### config.mk
export PLATFORM = sky130hd
export DESIGN_NAME = uart_word_rx
export DESIGN_NICKNAME = d
export VERILOG_FILES = /design/src/rtl/uart_word_rx.sv
export SDC_FILE = /design/constraint.sdc
export NUM_CORES = 1
export LEC_CHECK = 0
export CAP_MARGIN = 10
export CORE_UTILIZATION = 51
export DETAILED_ROUTE_END_ITERATION = 7
export GPL_TIMING_DRIVEN = 0
export HOLD_SLACK_MARGIN = 0.08
export PLACE_DENSITY = 0.73
export SYNTH_ARGS = -nofsm -noshare
export SYNTH_HDL_FRONTEND = slang
export SYNTH_SLANG_ARGS = --single-unit
### constraint.sdc
create_clock -name clk -period 1.9 [get_ports clk]
set_input_delay 0.38 -clock clk [delete_from_list [all_inputs] [get_ports clk]]
set_output_delay 0.38 -clock clk [all_outputs]
set_load 0.005 [all_outputs]
### src/rtl/uart_word_rx.sv
// 8N1 UART receiver that assembles little-endian DATA_WIDTH-bit words and
// presents them on a valid/ready stream through a 2-entry FIFO.
module uart_word_rx #(
  parameter int unsigned CLK_SPEED    = 40_000_000,
  parameter int unsigned BAUD         = 115_200,
  parameter int unsigned DATA_WIDTH   = 32,
  parameter int unsigned IDLE_TIMEOUT = 20
) (
  input  logic                  clk,
  input  logic                  reset_n,
  input  logic                  rx_in,
  output logic                  m_axi_valid,
  input  logic                  m_axi_ready,
  output logic [DATA_WIDTH-1:0] m_axi_data,
  output logic                  frame_err,
  output logic                  overrun
);

  localparam int unsigned DIV   = CLK_SPEED / BAUD;
  localparam int unsigned HALF  = DIV / 2;
  localparam int unsigned BYTES = DATA_WIDTH / 8;
  localparam int unsigned CW    = $clog2(DIV);
  localparam int unsigned BW    = (BYTES > 1) ? $clog2(BYTES) : 1;
  localparam int unsigned TW    = $clog2(IDLE_TIMEOUT + 1);

  typedef enum logic [1:0] {S_IDLE, S_START, S_DATA, S_STOP} state_t;

  state_t                state;
  logic                  rx_m, rx_s, rx_p;
  logic [CW-1:0]         cnt;
  logic [2:0]            bit_idx;
  logic [7:0]            shift;
  logic [BW-1:0]         byte_idx;
  logic [TW-1:0]         to_cnt;
  logic [DATA_WIDTH-1:0] word_buf, assembled, push_word;
  logic                  push_req;
  logic                  bit_end, byte_last;

  logic [DATA_WIDTH-1:0] mem [0:1];
  logic                  rd_ptr, wr_ptr;
  logic [1:0]            count;
  logic                  pop, push_ok;

  assign bit_end   = (cnt == CW'(DIV - 1));
  assign byte_last = (byte_idx == BW'(BYTES - 1));

  always_comb begin
    assembled = word_buf;
    for (int unsigned k = 0; k < BYTES; k++)
      if (byte_idx == BW'(k)) assembled[8*k +: 8] = shift;
  end

  always_ff @(posedge clk or negedge reset_n) begin
    if (!reset_n) begin
      rx_m <= 1'b1;
      rx_s <= 1'b1;
      rx_p <= 1'b1;
    end else begin
      rx_m <= rx_in;
      rx_s <= rx_m;
      rx_p <= rx_s;
    end
  end

  always_ff @(posedge clk or negedge reset_n) begin
    if (!reset_n) begin
      state     <= S_IDLE;
      cnt       <= '0;
      bit_idx   <= '0;
      shift     <= '0;
      byte_idx  <= '0;
      to_cnt    <= '0;
      word_buf  <= '0;
      push_word <= '0;
      push_req  <= 1'b0;
      frame_err <= 1'b0;
    end else begin
      push_req  <= 1'b0;
      frame_err <= 1'b0;
      unique case (state)
        S_IDLE: begin
          if (!rx_s && rx_p) begin
            cnt    <= '0;
            to_cnt <= '0;
            state  <= S_START;
          end else begin
            // The bit counter keeps free-running here to pace the idle timeout.
            cnt <= bit_end ? '0 : cnt + 1'b1;
            if (byte_idx == '0) begin
              to_cnt <= '0;
            end else if (bit_end) begin
              if (to_cnt == TW'(IDLE_TIMEOUT - 1)) begin
                to_cnt   <= '0;
                byte_idx <= '0;
              end else begin
                to_cnt <= to_cnt + 1'b1;
              end
            end
          end
        end
        S_START: begin
          if (cnt == CW'(HALF - 1)) begin
            cnt <= '0;
            if (!rx_s) begin
              bit_idx <= '0;
              state   <= S_DATA;
            end else begin
              state <= S_IDLE;
            end
          end else begin
            cnt <= cnt + 1'b1;
          end
        end
        S_DATA: begin
          if (bit_end) begin
            cnt     <= '0;
            shift   <= {rx_s, shift[7:1]};
            bit_idx <= bit_idx + 1'b1;
            if (bit_idx == 3'd7) state <= S_STOP;
          end else begin
            cnt <= cnt + 1'b1;
          end
        end
        S_STOP: begin
          if (bit_end) begin
            cnt   <= '0;
            state <= S_IDLE;
            if (rx_s) begin
              word_buf <= assembled;
              if (byte_last) begin
                push_word <= assembled;
                push_req  <= 1'b1;
                byte_idx  <= '0;
              end else begin
                byte_idx <= byte_idx + 1'b1;
              end
            end else begin
              frame_err <= 1'b1;
              byte_idx  <= '0;
            end
          end else begin
            cnt <= cnt + 1'b1;
          end
        end
        default: state <= S_IDLE;
      endcase
    end
  end

  assign m_axi_valid = (count != 2'd0);
  assign m_axi_data  = mem[rd_ptr];
  assign pop         = m_axi_valid && m_axi_ready;
  assign push_ok     = push_req && ((count != 2'd2) || pop);

  always_ff @(posedge clk or negedge reset_n) begin
    if (!reset_n) begin
      for (int unsigned i = 0; i < 2; i++) mem[i] <= '0;
      rd_ptr  <= 1'b0;
      wr_ptr  <= 1'b0;
      count   <= '0;
      overrun <= 1'b0;
    end else begin
      overrun <= push_req && (count == 2'd2) && !pop;
      if (push_ok) begin
        mem[wr_ptr] <= push_word;
        wr_ptr      <= ~wr_ptr;
      end
      if (pop) rd_ptr <= ~rd_ptr;
      unique case ({push_ok, pop})
        2'b10:   count <= count + 2'd1;
        2'b01:   count <= count - 2'd1;
        default: count <= count;
      endcase
    end
  end

endmodule

**Word-level counts from Yosys, hierarchy flattened**

Cells that the tools add are included.

- $add $sub $neg: 6
- Magnitude comparators: 3
- Equality and inequality tests: 24
- Multiplexer cells: 45
- Bitwise operators: 4
- Reductions and logical operators: 24

Operators by type and width:

| operator | number |
|---|---|
| $mux W32 | 4 |
| $bwmux W64 | 1 |
| $demux W32 S1 | 1 |
| $mux W8 | 4 |
| $mux W9 | 3 |
| $pmux W9 S3 | 1 |
| $mux W2 | 13 |
| $ne A2 B2 Y1 const B | 11 |
| $mux W5 | 4 |
| $eq A2 B2 Y1 const B | 6 |
| $add A9 B1 Y9 const B | 1 |
| $eq A9 B8 Y1 const B | 1 |
| $eq A9 B9 Y1 const B | 1 |
| $mux W3 | 3 |
| $pmux W2 S2 | 2 |
| $pmux W2 S4 | 1 |
| $reduce_and A4 Y1 | 2 |
| $reduce_bool A2 Y1 | 4 |
| $mux W1 | 7 |
| $eq A2 B1 Y1 const B | 3 |
| $logic_and A1 B1 Y1 | 6 |
| $pmux W3 S2 | 1 |
| $reduce_and A6 Y1 | 1 |
| $add A5 B1 Y5 const B | 1 |
| other kinds (17) | 24 |

- Register bits: 167
- Bits of input ports: 4
- Logic and storage cells: 125

**Longest topological paths before layout**

Gate-level depths: netlist (run 1).

- Depth in word-level cells: 6
- Depth in mapped cells: 9

**Least setup slack after synthesis (run 1)**

Ideal clock, no wire load.

- Path type: register -> register
- Start: reg cnt[0]
- End: reg push_word[10]
- Data arrival time: 1746 ps
- Path slack: 35 ps
- Cell stages (with the launch flop): 10
- Clock period less this slack: 1865 ps
- Cell sequence: dfrtp_1 -> inv_1 -> ha_1 -> nand4bb_1 -> buf_4 -> or4_4 -> buf_6 -> buf_6 -> nand2_1 -> o21ai_2

- Word-level cells in the longest chain between the ends: 2

Ends and longest elaborated chain:

| item | line | RTL |
|---|---|---|
| start, declared | 30 | `logic [CW-1:0] cnt;` |
| start signal, assigned | 88 | `cnt <= bit_end ? '0 : cnt + 1'b1;` |
| start signal, assigned | 111 | `cnt <= cnt + 1'b1;` |
| start signal, assigned | 121 | `cnt <= cnt + 1'b1;` |
| $eq A9 B9 Y1 | 44 | `assign bit_end = (cnt == CW'(DIV - 1));` |
| $reduce_and A4 Y1 (no source line) | n/a |  |
| end signal, assigned | 131 | `push_word <= assembled;` |
| end, declared | 35 | `logic [DATA_WIDTH-1:0] word_buf, assembled, push_word;` |

No other way between the ends.
A chain may end at the register's enable or synchronous reset.

**Final worst setup path (run 1)**

- Start: reg cnt[0]
- End: reg push_word[19]

Same word-level chain as after synthesis.

==> results of run 1 <==
## path summary, 6_finish.rpt
| path | from | end | slack [ns] | cells past startpoint |
|---|---|---|---|---|
| worst max-delay path | cnt[0] | push_word[19] | -0.14 | 9 |
| worst min register to register | rx_m | rx_s | 0.36 | 0 |
| max in group asynchronous | reset_n | rx_p | 0.46 | 3 |
| min in group asynchronous | reset_n | wr_ptr | 0.60 | 2 |
| worst min-delay path | rx_m | rx_s | 0.36 | 0 |
| worst max register to register | cnt[0] | push_word[19] | -0.14 | 9 |
## what timing repair did
item	in CTS	in global routing
gates cloned	9	0
gates resized for setup	242	78
endpoints found under the hold margin	5	0
hold buffers	1	0
endpoints found under the setup margin	173	126
pin swaps	20	21
setup buffers	21	6
## sequential cells by signal (all words and copies together), names as in the netlist, named ones only
signal and flops:
mem 64, overrun 1, count 2, bit_idx 3, push_req 1, cnt 9, rx_p 1, push_word 32
rx_m 1, wr_ptr 1, to_cnt 5, rx_s 1, rd_ptr 1, frame_err 1, shift 8, state 1
word_buf 24, byte_idx 2
## cells in the final DEF (no fill, tap or decap), drive strengths merged, types with 2 or more instances in the layout
| cell | count |
|---|---|
| nand4 | 2 |
| and3 | 3 |
| o211ai | 3 |
| bufinv | 6 |
| a21oi | 4 |
| dfstp | 3 |
| or2 | 3 |
| mux2 | 128 |
| dfrtp | 156 |
| nand4bb | 2 |
| clkinv | 4 |
| a221o | 2 |
| clkdlybuf4s50 | 4 |
| nor4 | 3 |
| a22o | 2 |
| ha | 11 |
| clkbuf | 31 |
| xor2 | 8 |
| xnor2 | 4 |
| nor3 | 4 |
| mux2i | 24 |
| inv | 7 |
| nand2 | 62 |
| a31oi | 3 |
| a21o | 2 |
| nor2b | 5 |
| and4b | 2 |
| nor2 | 17 |
| o21ai | 28 |
| nand3 | 9 |
| nand2b | 2 |
| buf | 84 |
## per-stage QoR
step	setup TNS (ns)	area [µm²]
finish	-6.63	9400
global route	-11.25	9400
CTS	-5.90	9090
detailed placement	-51.74	7740
global placement	-935.93	7720
floorplan	0	7120
## where the power goes
part | leakage [nW] | internal, mW | switching, mW | total (mW)
Clock | 0.321 | 2.49 | 1.30 | 3.79
Combinational | 2.09 | 0.174 | 0.233 | 0.407
Sequential | 2.20 | 3.45 | 0.0755 | 3.52
Total | 4.61 | 6.11 | 1.61 | 7.72
## area by class of cell
class	count	area share, %
multi-input combinational	346	35.5
tap	176	2.34
sequential	159	42.4
inverter	7	0.279
timing repair buffer	72	9.16
buffer	28	3.27
clock inverter	11	2.25
clock buffer	21	4.79
## cells by family after synthesis
logic type,count (synthesis),share of synthesized area [%]
flip-flops,159,56.0
multiplexers,152,23.6
AND/OR/NAND/NOR,122,8.77
AO/OA/AOI/OAI,49,5.26
buffers and inverters,40,2.95
XOR/XNOR,12,1.48
adder cells (fa/ha/maj),11,1.93
## layer usage
| layer | GRT usage [%] | vias up | wire [µm] |
|---|---|---|---|
| met1 | 28.6 | 2317 | 6410 |
| met4 | 7.81 | 0 | 380 |
| met5 | 0 | - | 0 |
| met3 | 6.04 | 32 | 545 |
| li1 | - | 2084 | - |
| met2 | 39.5 | 95 | 7870 |
==> impl_metrics.csv, run 1 <==
group,metric,value,unit
worst_setup_path,slowest_delay,0.60,ns
route,first_iter_violations,214,
synth,synth_common_cells,"dfrtp_1 (156), mux2_2 (126), nand2_1 (62)",
power,p_per_area,821,mW/mm²
route,vias,4528,
clocking,cts_buffers,17,
layout,fin_nets,646,
layout,final_layout_size_suffix_gt1_share,49.8,%
synth,synth_area_per_cell,13.1,µm²
placed_design,gp_congestion,0.756,
layout,diodes,0,
worst_setup_path,crit_top_cell,"buf_12",
synth,syn_nets,560,
synth,ys_warn_count,0,
synth,ys.flop_type,"dfrtp_1",
route,antenna_left,0,
synth,yosysTopAreaCellShare,54.9,%
synth,synth_area_leaders,"dfrtp_1 (55%), mux2_2 (20%), mux2i_1 (3.4%), nand2_1 (3.3%), o21ai_2 (2.5%)",
synth,yosysMostFrequentCell,"dfrtp_1",
worst_setup_path,crit_path_start_kind,"flip-flop",
route,routedWlPerCell,18.5,µm
timing,hold_violations,0,
power,total_power,7.72,mW
layout,seqCellArea,0.00398,mm²
status,status,"finished, violations left",
clocking,root_buffer,"clkbuf_16",
status,failed_checks,"setup timing",
timing,min_period_over_period,107,%
clocking,cts_tree,"yes",
worst_setup_path,cpLargestDelayFamily,"simple AND/OR/NAND/NOR gates",
worst_setup_path,crit_type,"flip-flop to flip-flop",
placed_design,pre_cts_ws,-0.598,ns
power,peakVddDrop,891,µV
global_route,grt_usage,23.2,%
global_route,antenna_found_initial,0,
timing,finalMaxSlewViolations,0,
worst_setup_path,end_kind,"flip-flop",
route,firstDrtPassIters,4,
timing,finClkSkew,0.00753,ns
placed_design,dp_cells,760,
route,drcViolationCount,0,
worst_setup_path,cp_cell_sequence,"inv_2 -> ha_4 -> nand4bb_1 -> buf_6 -> or4_4 -> buf_12 -> buf_12 -> nand2_2 -> o21ai_2",
timing,setup_viol,75,
global_route,first_global_vias,4897,
synth,ys_seq_area_share,56.0,%
synth,post_synth_inst_count,545,
route,viasPerCell,5.52,
die,core,0.0134,mm²
placed_design,dp_hpwl,8700,µm
global_route,grt_pass1_wl,25400,µm
timing,fmax,0.490,GHz
layout,area_growth,32.1,%
worst_setup_path,cp_max_fo,6,
synth,synth-seq-cells,159,
layout,n_fill_cell,884,
synth,synth_edf_count,0,
clocking,htree_levels,4,
timing,maxSlewHeadroom,43.7,%
synth,ys_types,52,
timing,holdWs,0.357,ns
worst_setup_path,path_buf_inv,4,
timing,tightest_slew,0.845,ns
global_route,grt_max_degree,94,
layout,final_cell_count_no_fill,820,
synth,yosysTopAreaCell,"dfrtp_1",
clocking,cts_sinks,159,
placed_design,io_buffers,38,
die,die_y,120,µm
clocking,clk_latency,0.42,ns
worst_setup_path,critPathRequiredTime,2.21,ns
worst_setup_path,cp_slowest_cell,"or4_4",
clocking,clockBufferDepth,2,
die,std_cell_rows,42,
layout,post-route-util,70.2,%
route,routed_wl,15200,µm
timing,fin_ws,-0.139,ns
timing,layout_min_cycle_time,2.04,ns
worst_setup_path,critPathArrivalTime,2.35,ns
synth,synthesis.area,0.00712,mm²
clocking,cts.clk_slew.worst_paths,0.06,ns
die,initial_core_util,53.1,%
hold_path,hp-class,"flip-flop to flip-flop",
synth,async_reset_ff_share,100,%
timing,rsz0062_at_grt,"yes",
global_route,grt_overflow,0,
flow_run,maxCapViolCount,0,
power,p_leak,4.61,nW
layout,multiInputGateArea,0.00334,mm²
die,pin_count,39,
die,die-width,120,µm
die,die_area,0.0144,mm²
(Power assumes the default switching activity.)
==> inputs of run 2 (changes only) <==
HOLD_SLACK_MARGIN = 0.1   (was 0.08)
==> results of run 2 <==
Final layout, timing and power as in run 1 (identical DEF).
==> inputs of run 3 (changes only) <==
ABC_CLOCK_PERIOD_IN_PS = 1900   (was not set)
==> results of run 3 <==
Final layout, timing and power as in run 1 (identical DEF).
